===== src/rtl/pe_pkg.sv =====
// Shared PE arithmetic helpers: sign extension and saturating addition on a
// 64-bit working width, plus the default accumulator width used by PE blocks.
package pe_pkg;

  localparam int PE_ACC_WIDTH = 40;
  localparam int PE_MAXW      = 64;

  typedef logic signed [PE_MAXW-1:0] pe_wide_t;

  typedef struct packed {
    logic     ovf;
    pe_wide_t val;
  } pe_sat_t;

  // Sign-extend the low w bits of x to the full working width.
  function automatic pe_wide_t sext(input pe_wide_t x, input int unsigned w);
    pe_wide_t t;
    t = x <<< (PE_MAXW - w);
    return t >>> (PE_MAXW - w);
  endfunction

  // a + b clamped to the signed range of a w-bit value (w < PE_MAXW).
  // Operands must already be sign-extended from w bits.
  function automatic pe_sat_t sat_add(input pe_wide_t a, input pe_wide_t b,
                                      input int unsigned w);
    logic signed [PE_MAXW:0] s;
    logic signed [PE_MAXW:0] one;
    logic signed [PE_MAXW:0] hi;
    logic signed [PE_MAXW:0] lo;
    pe_sat_t r;
    one    = '0;
    one[0] = 1'b1;
    s      = {a[PE_MAXW-1], a} + {b[PE_MAXW-1], b};
    hi     = (one <<< (w - 1)) - one;
    lo     = -hi - one;
    r.ovf  = 1'b0;
    r.val  = s[PE_MAXW-1:0];
    if (s > hi) begin
      r.ovf = 1'b1;
      r.val = hi[PE_MAXW-1:0];
    end else if (s < lo) begin
      r.ovf = 1'b1;
      r.val = lo[PE_MAXW-1:0];
    end
    return r;
  endfunction

endpackage


===== src/rtl/pe_result_fifo.sv =====
// Small synchronous result queue. The head entry is read straight from the
// storage flops, so a pushed entry becomes visible one cycle after the push
// and never falls through combinationally.
// Handshake: an entry leaves when pop is asserted while the queue is non-empty;
// the caller only asserts push when !full or when a pop happens that cycle.
module pe_result_fifo #(
  parameter int DATA_W = 41,
  parameter int DEPTH  = 2
) (
  input  logic              clk,
  input  logic              rst_n,
  input  logic              push,
  input  logic [DATA_W-1:0] push_data,
  input  logic              pop,
  output logic              full,
  output logic              empty,
  output logic [DATA_W-1:0] head
);

  localparam int PW = (DEPTH > 1) ? $clog2(DEPTH) : 1;
  localparam int CW = $clog2(DEPTH + 1);

  logic [DATA_W-1:0] r_mem [DEPTH];
  logic [PW-1:0]     r_rd;
  logic [PW-1:0]     r_wr;
  logic [CW-1:0]     r_count;
  logic              w_pop;

  assign empty = (r_count == '0);
  assign full  = (r_count == CW'(DEPTH));
  assign head  = r_mem[r_rd];
  assign w_pop = pop && !empty;

  // Storage, pointers and occupancy; simultaneous push and pop keep the count.
  always_ff @(posedge clk) begin
    if (!rst_n) begin
      for (int i = 0; i < DEPTH; i++) r_mem[i] <= '0;
      r_rd    <= '0;
      r_wr    <= '0;
      r_count <= '0;
    end else begin
      if (push) begin
        r_mem[r_wr] <= push_data;
        r_wr        <= (r_wr == PW'(DEPTH - 1)) ? '0 : r_wr + 1'b1;
      end
      if (w_pop) r_rd <= (r_rd == PW'(DEPTH - 1)) ? '0 : r_rd + 1'b1;
      case ({push, w_pop})
        2'b10:   r_count <= r_count + 1'b1;
        2'b01:   r_count <= r_count - 1'b1;
        default: r_count <= r_count;
      endcase
    end
  end

endmodule


===== src/rtl/pe_accumulator.sv =====
// Dot-product reduction: sums every VEC_LEN valid samples with saturation and
// queues each result behind a valid/ready port. The input never stalls; a
// result that finds the queue full (and not draining) is dropped and flagged.
// Output handshake: a result transfers on a cycle where out_valid && out_ready;
// while out_valid && !out_ready, out_data and out_sat hold stable.
module pe_accumulator
  import pe_pkg::*;
#(
  parameter int IN_WIDTH  = 16,
  parameter int ACC_WIDTH = PE_ACC_WIDTH,
  parameter int VEC_LEN   = 8,
  parameter int OUT_DEPTH = 2
) (
  input  logic                 clk,
  input  logic                 rst_n,
  input  logic                 clear,
  input  logic                 in_valid,
  input  logic [IN_WIDTH-1:0]  in_data,
  output logic                 out_valid,
  input  logic                 out_ready,
  output logic [ACC_WIDTH-1:0] out_data,
  output logic                 out_sat,
  output logic                 busy,
  output logic                 drop_err
);

  localparam int CNT_W = (VEC_LEN > 1) ? $clog2(VEC_LEN) : 1;

  logic [CNT_W-1:0]     r_cnt;
  logic [ACC_WIDTH-1:0] r_acc;
  logic                 r_sat;
  logic                 r_busy;
  logic                 r_drop;

  pe_wide_t             w_in_wide;
  pe_wide_t             w_acc_wide;
  pe_sat_t              w_sum;
  logic                 w_first;
  logic                 w_fire;
  logic                 w_last;
  logic [ACC_WIDTH-1:0] w_res_data;
  logic                 w_res_sat;
  logic [CNT_W-1:0]     w_cnt_nxt;
  logic                 w_pop;
  logic                 w_push;
  logic                 w_drop;
  logic                 w_full;
  logic                 w_empty;
  logic [ACC_WIDTH:0]   w_head;
  logic                 w_unused;

  // Running sum arithmetic and vector bookkeeping for the current sample.
  always_comb begin
    w_in_wide  = sext(pe_wide_t'(in_data), IN_WIDTH);
    w_acc_wide = sext(pe_wide_t'(r_acc), ACC_WIDTH);
    w_sum      = sat_add(w_acc_wide, w_in_wide, ACC_WIDTH);
    w_first    = (r_cnt == '0);
    w_fire     = in_valid && !clear;
    w_last     = w_fire && (r_cnt == CNT_W'(VEC_LEN - 1));
    // A fresh vector starts from the sample itself, so it cannot saturate.
    w_res_data = w_first ? w_in_wide[ACC_WIDTH-1:0] : w_sum.val[ACC_WIDTH-1:0];
    w_res_sat  = w_first ? 1'b0 : (r_sat | w_sum.ovf);
    w_cnt_nxt  = r_cnt;
    if (clear)       w_cnt_nxt = '0;
    else if (in_valid) w_cnt_nxt = w_last ? '0 : r_cnt + 1'b1;
  end

  assign w_unused = ^{w_in_wide, w_sum.val};

  // Queue admission: a full queue only takes a result if it drains this cycle.
  assign w_pop  = out_valid && out_ready;
  assign w_drop = w_last && w_full && !w_pop;
  assign w_push = w_last && !w_drop;

  // Counter, accumulator, per-vector saturation flag and sticky drop error.
  always_ff @(posedge clk) begin
    if (!rst_n) begin
      r_cnt  <= '0;
      r_acc  <= '0;
      r_sat  <= 1'b0;
      r_busy <= 1'b0;
      r_drop <= 1'b0;
    end else begin
      if (clear) begin
        r_acc <= '0;
        r_sat <= 1'b0;
      end else if (in_valid) begin
        r_acc <= w_res_data;
        r_sat <= w_res_sat;
      end
      r_cnt  <= w_cnt_nxt;
      r_busy <= (w_cnt_nxt != '0);
      if (w_drop) r_drop <= 1'b1;
    end
  end

  pe_result_fifo #(
    .DATA_W (ACC_WIDTH + 1),
    .DEPTH  (OUT_DEPTH)
  ) u_fifo (
    .clk       (clk),
    .rst_n     (rst_n),
    .push      (w_push),
    .push_data ({w_res_sat, w_res_data}),
    .pop       (w_pop),
    .full      (w_full),
    .empty     (w_empty),
    .head      (w_head)
  );

  assign out_valid = !w_empty;
  assign out_sat   = w_head[ACC_WIDTH];
  assign out_data  = w_head[ACC_WIDTH-1:0];
  assign busy      = r_busy;
  assign drop_err  = r_drop;

endmodule


===== config.mk =====
export PLATFORM = sky130hd
export DESIGN_NAME = pe_accumulator
export DESIGN_NICKNAME = d
export VERILOG_FILES = /design/src/rtl/pe_pkg.sv /design/src/rtl/pe_result_fifo.sv /design/src/rtl/pe_accumulator.sv
export SDC_FILE = /design/constraint.sdc
export NUM_CORES = 1
export LEC_CHECK = 0
export ABC_AREA = 1
export BUFFER_PORTS_ARGS = -buffer_cell sky130_fd_sc_hd__buf_2
export CORE_ASPECT_RATIO = 0.8
export CORE_UTILIZATION = 30
export CTS_CLUSTER_DIAMETER = 30
export CTS_CLUSTER_SIZE = 40
export DETAILED_ROUTE_END_ITERATION = 8
export GPL_TIMING_DRIVEN = 1
export PLACE_DENSITY_LB_ADDON = 0.1
export SYNTH_ARGS = -nofsm -noshare
export SYNTH_HDL_FRONTEND = slang
export SYNTH_SLANG_ARGS = --single-unit

===== constraint.sdc =====
create_clock -name clk -period 3.6 [get_ports clk]
set_input_delay 1.08 -clock clk [delete_from_list [all_inputs] [get_ports clk]]
set_output_delay 1.08 -clock clk [all_outputs]
set_load 0.02 [all_outputs]

==> results.rst, run 1 <==
.. list-table::
   :header-rows: 1

   * - Metric
     - Value
   * - Count of warnings emitted by yosys
     - 0
   * - Maximum resistive drop on vdd
     - around 0.29 mV
   * - Clock sink count
     - 133
   * - Average vias per placed instance
     - 4.60
   * - Count of unique library cells instantiated by Yosys
     - 39
   * - Flip-flop and latch count after synthesis
     - 133
   * - Remaining number of nets flagged by the antenna check after routing
     - 0
   * - DPL Wire Length
     - 19800 um
   * - Skew final
     - 18.8 ps
   * - Global-route wire length before repair
     - about 42000 um
   * - Core Area
     - 28300 um2
   * - Rel. slew slack
     - 61.6%
   * - Post-synthesis mux area share
     - 5.34%
   * - Slew @ Worst Pin
     - 576 ps
   * - Number of vias after detailed routing
     - about 7700
   * - TritonCTS clock tree
     - built
   * - Category of the critical setup timing path
     - in -> reg
   * - Number of fillers in the final layout
     - 2981
   * - Clock buffers created by TritonCTS
     - 17
   * - Ports placed on the boundary
     - 65
   * - Post-Route Utilization
     - between 30 and 40%
   * - Cell area power density
     - around 420 nW/um2
   * - Main combinational cell family by area after synthesis
     - simple AND/OR/NAND/NOR gates
   * - CTS Root Cell
     - clkbuf_16
   * - Post-CTS Repair Setup Buffers
     - 0
   * - Horizontal die dimension
     - 192 um
   * - NumNets Final
     - between 1000 and 1500
   * - Type of the worst min-delay path
     - reg -> reg
   * - Syn_area_per_cell
     - around 7.7 um2
   * - Number of antenna repair diodes
     - 0
   * - Avg WL per Cell
     - 15.6 um
   * - Slew Limit Fails
     - 0
   * - Antenna violations before repair
     - 0
   * - Final setup violation count
     - 0
   * - Register area share after synthesis
     - 40.3%
   * - Placer congestion estimate
     - 0.865
   * - Tot GR Track Use
     - 18.4%
   * - Run status
     - complete, no violations
   * - Share of final-layout standard cells stronger than drive strength 1
     - 25.9%
   * - Final design area excluding fillers
     - 10900 um2
   * - Height of the die
     - 154 um
   * - Buffers added on ports
     - 64
   * - Share of the synthesized area in compound gates (AO/OA/AOI/OAI)
     - 11.5%
   * - Pre-antenna DRT Iters
     - 5
   * - FP Rows
     - 55
   * - Initial core utilization
     - between 30% and 40%
   * - Xor and xnor area share after synthesis
     - under 10%
   * - Total leakage power
     - 0.00518 uW
   * - Clock input transition at the sequential cells of the worst setup and hold paths
     - 70 ps
   * - Post-synthesis net count
     - 1182
   * - Standard cell area after detailed placement
     - between 10000 and 15000 um2
   * - Period Utilization, post-route
     - 93.4%
   * - F_max
     - 0.297 GHz
   * - Setup repair after global routing missed its margin
     - no
   * - Netlist area before placement
     - 8650 um2
   * - Simple-gate share of the synthesized area
     - between 20% and 30%
   * - Vias in the first global route
     - 7394
   * - Area share of fa/ha/maj cells after synthesis
     - 6.60%
   * - Arr. time, crit path
     - roughly 3500 ps
   * - Crit path capture type
     - flop
   * - H-Tree Depth
     - 4
   * - Drt initial violations
     - 483
   * - Sum of overflow across all layers after global routing
     - 0
   * - CP max FO
     - 12
   * - Startpoint class of the critical path
     - input port
   * - Area of the die
     - 29500 um2
   * - Post-route minimum period
     - 3360 ps
   * - Final hold violation count
     - 0
   * - Longest Clk Path Bufs
     - 2
   * - Remaining DRCs
     - 0
   * - Largest net degree at the start of global routing
     - 51
   * - Gate count after technology mapping
     - 1116
   * - Area added between synthesis and finish
     - 25.7%
   * - Reported max-cap violation count
     - 0
   * - Routed Wire Length
     - about 26000 um
   * - Clk Latency, worst-skew pair
     - 440 ps
   * - Critical path data required time
     - about 3800 ps
-- state kept, by name, summed over array words and instances (netlist names), named ones only --
signal / flops
u_fifo.r_count: 2
r_acc: 40
u_fifo.r_wr: 1
drop_err: 1
busy: 1
u_fifo.r_rd: 1
u_fifo.r_mem: 82
r_sat: 1
r_cnt: 3
-- per-stage QoR --
stage                     worst slack (ps)  std cells  hold slack [ps]  power, uW  setup TNS, ps
after CTS                              122       1668              455       4590              0
after global placement                -341       1636              435       2670         -28220
after global routing                  18.6       1668              490       4770              0
after floorplan                        203       1116              426       2300              0
after detailed placement              -338       1636              446       2670         -27760
final                                  238       1668              457       4540              0
-- worst max-delay path, stage by stage --
cell,delay [ps]
buf_2,110
ha_1,270
inv_1,120
fa_1,420
inv_1,90
nand2_1,60
nand2_1,60
nand3b_1,90
nand2_2,90
nand2_1,60
nand3_2,100
nand2_2,70
nand3_1,100
nand2_2,80
a21oi_4,140
buf_4,300
nand2_1,100
nand2_1,110
nor2_1,50
-- placed cells by master, fill, tap and decap left out, drive strengths merged, types with 7 or more instances in the layout --
cell,count
buf,190
inv,89
o21ai,65
or2,19
xnor2,7
xor2,18
nand2,334
clkbuf,19
nand4,9
edfxtp,82
mux2,41
ha,44
a21oi,92
nand3,37
dfxtp,51
nor2,165
o21bai,9
-- worst paths after layout --
check / startpoint / endpoint / slack [ps] / cells past startpoint
setup / recovery: in_data[0] / u_fifo.r_mem[0][5] / 240 / 19
hold / removal: u_fifo.r_rd / flop / 460 / 1
setup reg to reg: r_acc[0] / u_fifo.r_mem[0][5] / 670 / 18
hold reg to reg: u_fifo.r_rd / flop / 460 / 1
-- metal layers --
metal	GRT usage, %	wire, um	share of wire, %
met2	26.7	10700	41
met3	2.58	697	2.7
met1	28.4	14400	55
met4	4.01	255	0.98
met5	0	0	0
-- synthesized netlist by cell type --
cell type	n	area share (%)
buf_4	1	0.087
nor2_1	159	6.9
nand3b_1	1	0.087
edfxtp_1	82	28
buf_2	9	0.52
xor2_1	18	1.8
o211ai_1	2	0.17
a21oi_1	79	4.6
and2_1	1	0.072
or2_2	18	1.3
o21bai_1	9	0.78
buf_6	1	0.13
nand2_1	305	13
ha_1	44	6.4
buf_1	3	0.13
nand3_1	35	2.0
a21oi_2	13	1.3
xnor2_1	7	0.71
nor4_1	1	0.072
a21boi_0	1	0.087
o21ai_1	1	0.058
inv_2	1	0.043
buf_12	1	0.23
dfxtp_1	51	12
nand2_4	10	1.3
inv_1	80	3.5
mux2_2	41	5.3
nand4_1	9	0.65
a31oi_1	4	0.29
nor2_2	6	0.43
clkbuf_1	26	1.1
o21a_1	5	0.43
o2111ai_1	1	0.10
fa_1	1	0.23
nor3_1	4	0.23
nand3_2	2	0.23
or2_1	1	0.072
o21ai_0	64	3.7
nand2_2	19	1.4
-- cells by family after synthesis --
| kind of cell | count (synthesis) |
|---|---|
| simple gates | 571 |
| flops | 133 |
| compound gates | 179 |
| mux | 41 |
| fa+ha+maj | 45 |
| xor+xnor | 25 |
| buf+inv | 122 |
-- report_power, final --
part           internal, uW  switching (uW)
Sequential             1670            23.3
Combinational           371             574
Clock                  1120             792
-- layout make-up --
class | count | area (um2) | share of cell area, %
multi-input combinational | 861 | 4680 | 43.1
sequential | 133 | 3480 | 32.1
timing repair buffer | 191 | 1310 | 12.1
tap | 370 | 463 | 4.26
clock buffer | 18 | 429 | 3.95
inverter | 81 | 304 | 2.80
clock inverter | 14 | 189 | 1.74
-- timing repair --
| action | in CTS | in global routing |
|---|---|---|
| hold buffers | 0 | 0 |
| endpoints found under the setup margin | 0 | 64 |
| endpoints found under the hold margin | 0 | 0 |
| resized for setup | 0 | 1 |
No activity file was read; power rests on OpenSTA's default activity.
==> inputs of run 2 (changes only) <==
CORE_UTILIZATION = 60   (was 30)
==> run 2 against run 1 <==
  * Fmax is 0.65% lower
  * Sequential power hardly changed
  * Cell count is 11% lower
  * Clock power is 3% lower
  * Total power is 0.38% lower
  * Via count is 7.0% higher
  * Routed wire length is 4.4% lower
  * Count of clock-buffer cells in the layout is 2 higher
  * Combinational power is 3.6% higher
  * Critical endpoint is now u_fifo.r_mem[0][8]
==> results.rst, run 2 (same netlist as run 1, synthesis figures left out) <==
.. list-table::
   :header-rows: 1

   * - Metric
     - Value
   * - F_max
     - about 0.30 GHz
   * - Total negative slack
     - 0 ps
   * - Int Power
     - 3200 uW
   * - Largest Register
     - u_fifo.r_mem
   * - Total leakage power
     - 0.00525 uW
   * - CTS Root Cell
     - clkbuf_16
   * - Resized Gates After CTS
     - 0
   * - Clock sink count
     - 133
   * - Category of the critical setup timing path
     - in -> reg
   * - Run status
     - complete, no violations
   * - Commonest non-fill, non-tap cell in the layout
     - nand2_1
   * - Cell area power density
     - 421 nW/um2
   * - Crit path max-delay cell type
     - ha_1
   * - Buffers added on ports
     - 64
   * - Startpoint of the worst setup timing path
     - in_data[15]
   * - Horizontal die dimension
     - 136 um
   * - Remaining DRCs
     - 0
   * - P_sw
     - 1330 uW
   * - Non-filler cells, final
     - 1489
   * - Post-Route Utilization
     - about 78%
   * - Number of fillers in the final layout
     - 1020
   * - Worst path setup slack after routing
     - 216 ps
   * - Initial core utilization
     - 62.7%
   * - Avg WL per Cell
     - 16.8 um
   * - Post-CTS Repair Setup Buffers
     - 0
   * - H-Tree Depth
     - 4
   * - Final design area excluding fillers
     - 10700 um2
   * - Period Utilization, post-route
     - 94.0%
   * - Slew @ Worst Pin
     - 843 ps
   * - Largest registers
     - u_fifo.r_mem x82, r_acc x40, r_cnt x3
   * - Origin of the critical flop-to-flop path
     - r_acc[0]
   * - Worst slack, placed
     - -122 ps
   * - Critical path data required time
     - 3760 ps
   * - Clock buffers created by TritonCTS
     - 17
   * - Tot GR Track Use
     - 35.0%
   * - Height of the die
     - 109 um
   * - Ports placed on the boundary
     - 65
   * - Maximum resistive drop on vdd
     - 0.367 mV
   * - TritonCTS clock tree
     - built
   * - Placer congestion estimate
     - 0.932
   * - Longest Clk Path Bufs
     - 2
   * - Skew final
     - about 11 ps
   * - Core Area
     - 13800 um2
   * - Startpoint class of the critical path
     - input port
   * - Sum of overflow across all layers after global routing
     - 0
   * - Antenna violations before repair
     - 1
   * - NumNets Final
     - around 1400
   * - Standard cell area after detailed placement
     - 10100 um2
   * - Final setup violation count
     - 0
   * - Net Sw Frac
     - 29.3%
   * - Share of final-layout standard cells stronger than drive strength 1
     - 26.4%
   * - Clock input transition at the sequential cells of the worst setup and hold paths
     - 60 ps
   * - Post-route minimum period
     - ~3400 ps
   * - Final hold violation count
     - 0
   * - Remaining number of nets flagged by the antenna check after routing
     - 0
   * - Sequential cell area
     - roughly 3500 um2
   * - Area added between synthesis and finish
     - 24.2%
   * - Seq pwr share
     - between 30% and 40%
   * - Reported max-cap violation count
     - 0
   * - Drt initial violations
     - between 800 and 900
   * - Slew Limit Fails
     - 0
   * - Maximum cell stage delay along the critical path
     - 340 ps
   * - FP Rows
     - 38
   * - Routed Wire Length
     - 25000 um
   * - Clk Latency, worst-skew pair
     - 430 ps
   * - Type of the worst min-delay path
     - reg -> reg
   * - Max reg flops
     - 82
   * - Placed instance count
     - 1456
   * - Largest net degree at the start of global routing
     - 86
   * - Rel. slew slack
     - 43.8%
   * - Average vias per placed instance
     - about 5.5
   * - CP max FO
     - 23
   * - Crit path capture type
     - flop
   * - Cell chain of the critical path
     - buf_2 > buf_4 > ha_1 > a21oi_1 > o21ai_0 > nand2_1 > nand2_1 > a21oi_1 > nand2_1 > nand2_1 > nand2_1 > a21oi_4 > buf_12 > nand2_1 > nand2_1 > nor2_1
   * - Most used cells in the layout excluding fill and tap cells
     - nand2_1, nor2_1, buf_4, edfxtp_1, inv_1
   * - Arr. time, crit path
     - ~3500 ps
   * - Pre-antenna DRT Iters
     - 5
   * - Global-route wire length before repair
     - 39000 um
   * - Clock group share of total power
     - between 40% and 50%
   * - Worst min-delay path startpoint
     - drop_err
   * - Number of vias after detailed routing
     - 8205
   * - Vias in the first global route
     - around 7500
   * - Part of the total power dissipated in combinational logic
     - roughly 22%
   * - Area of the die
     - 14900 um2
   * - CTS Hold Buffers Added
     - 0
   * - Dominant cell type by count on the critical path
     - nand2_1
   * - DPL Wire Length
     - 18200 um
   * - Area used by multi-input combinational logic
     - 4680 um2
   * - Setup repair after global routing missed its margin
     - no
## run 2: cell type report
class	instances	area share (%)
repair buffers	201	13.3
inverters	81	2.83
flip-flops and latches	133	32.4
clock buffers	20	4.25
well taps	180	2.10
clock inverters	12	1.56
diodes	1	0.0233
multi-input cells	861	43.6
## run 2: worst paths after layout
path	endpoint	slack, ps	cells past startpoint
min	drop_err	470	2
max reg2reg	u_fifo.r_mem[0][8]	730	21
min reg2reg	drop_err	470	2
max	u_fifo.r_mem[0][8]	220	16
## run 2: metrics by stage
| stage | hold slack [ps] | power, uW |
|---|---|---|
| 3_3_place_gp | 436 | 2660 |
| 3_5_place_dp | 436 | 2680 |
| 2_1_floorplan | 426 | 2300 |
| 5_1_grt | 483 | 4690 |
| 6_report | 466 | 4530 |
| 4_1_cts | 458 | 4520 |
## run 2: layer usage
metal  routed length, um  global-route usage (%)  vias up
met5                  13                       0        -
met4                 458                    11.6        2
met3                2110                    6.73       35
met2               10500                    52.2      345
met1               11800                    50.6     3775
li1                    -                       -     4048
## run 2: power by group through the flow
| stage | logic, uW | registers (uW) | clock network (uW) |
|---|---|---|---|
| 2_1_floorplan | 582 | 1720 | 0 |
| 3_3_place_gp | 940 | 1720 | 0 |
| 3_5_place_dp | 954 | 1720 | 0 |
| 4_1_cts | 966 | 1690 | 1860 |
| 5_1_grt | 1070 | 1700 | 1910 |
| 6_report | 980 | 1690 | 1850 |
## run 2: worst max-delay path: cells and delay by family
family                     cells  cell delay (ps)
AOI/OAI and AO/OA              4              810
buffers and inverters          3              540
and+or+nand+nor                8              750
adders and majority gates      1              340
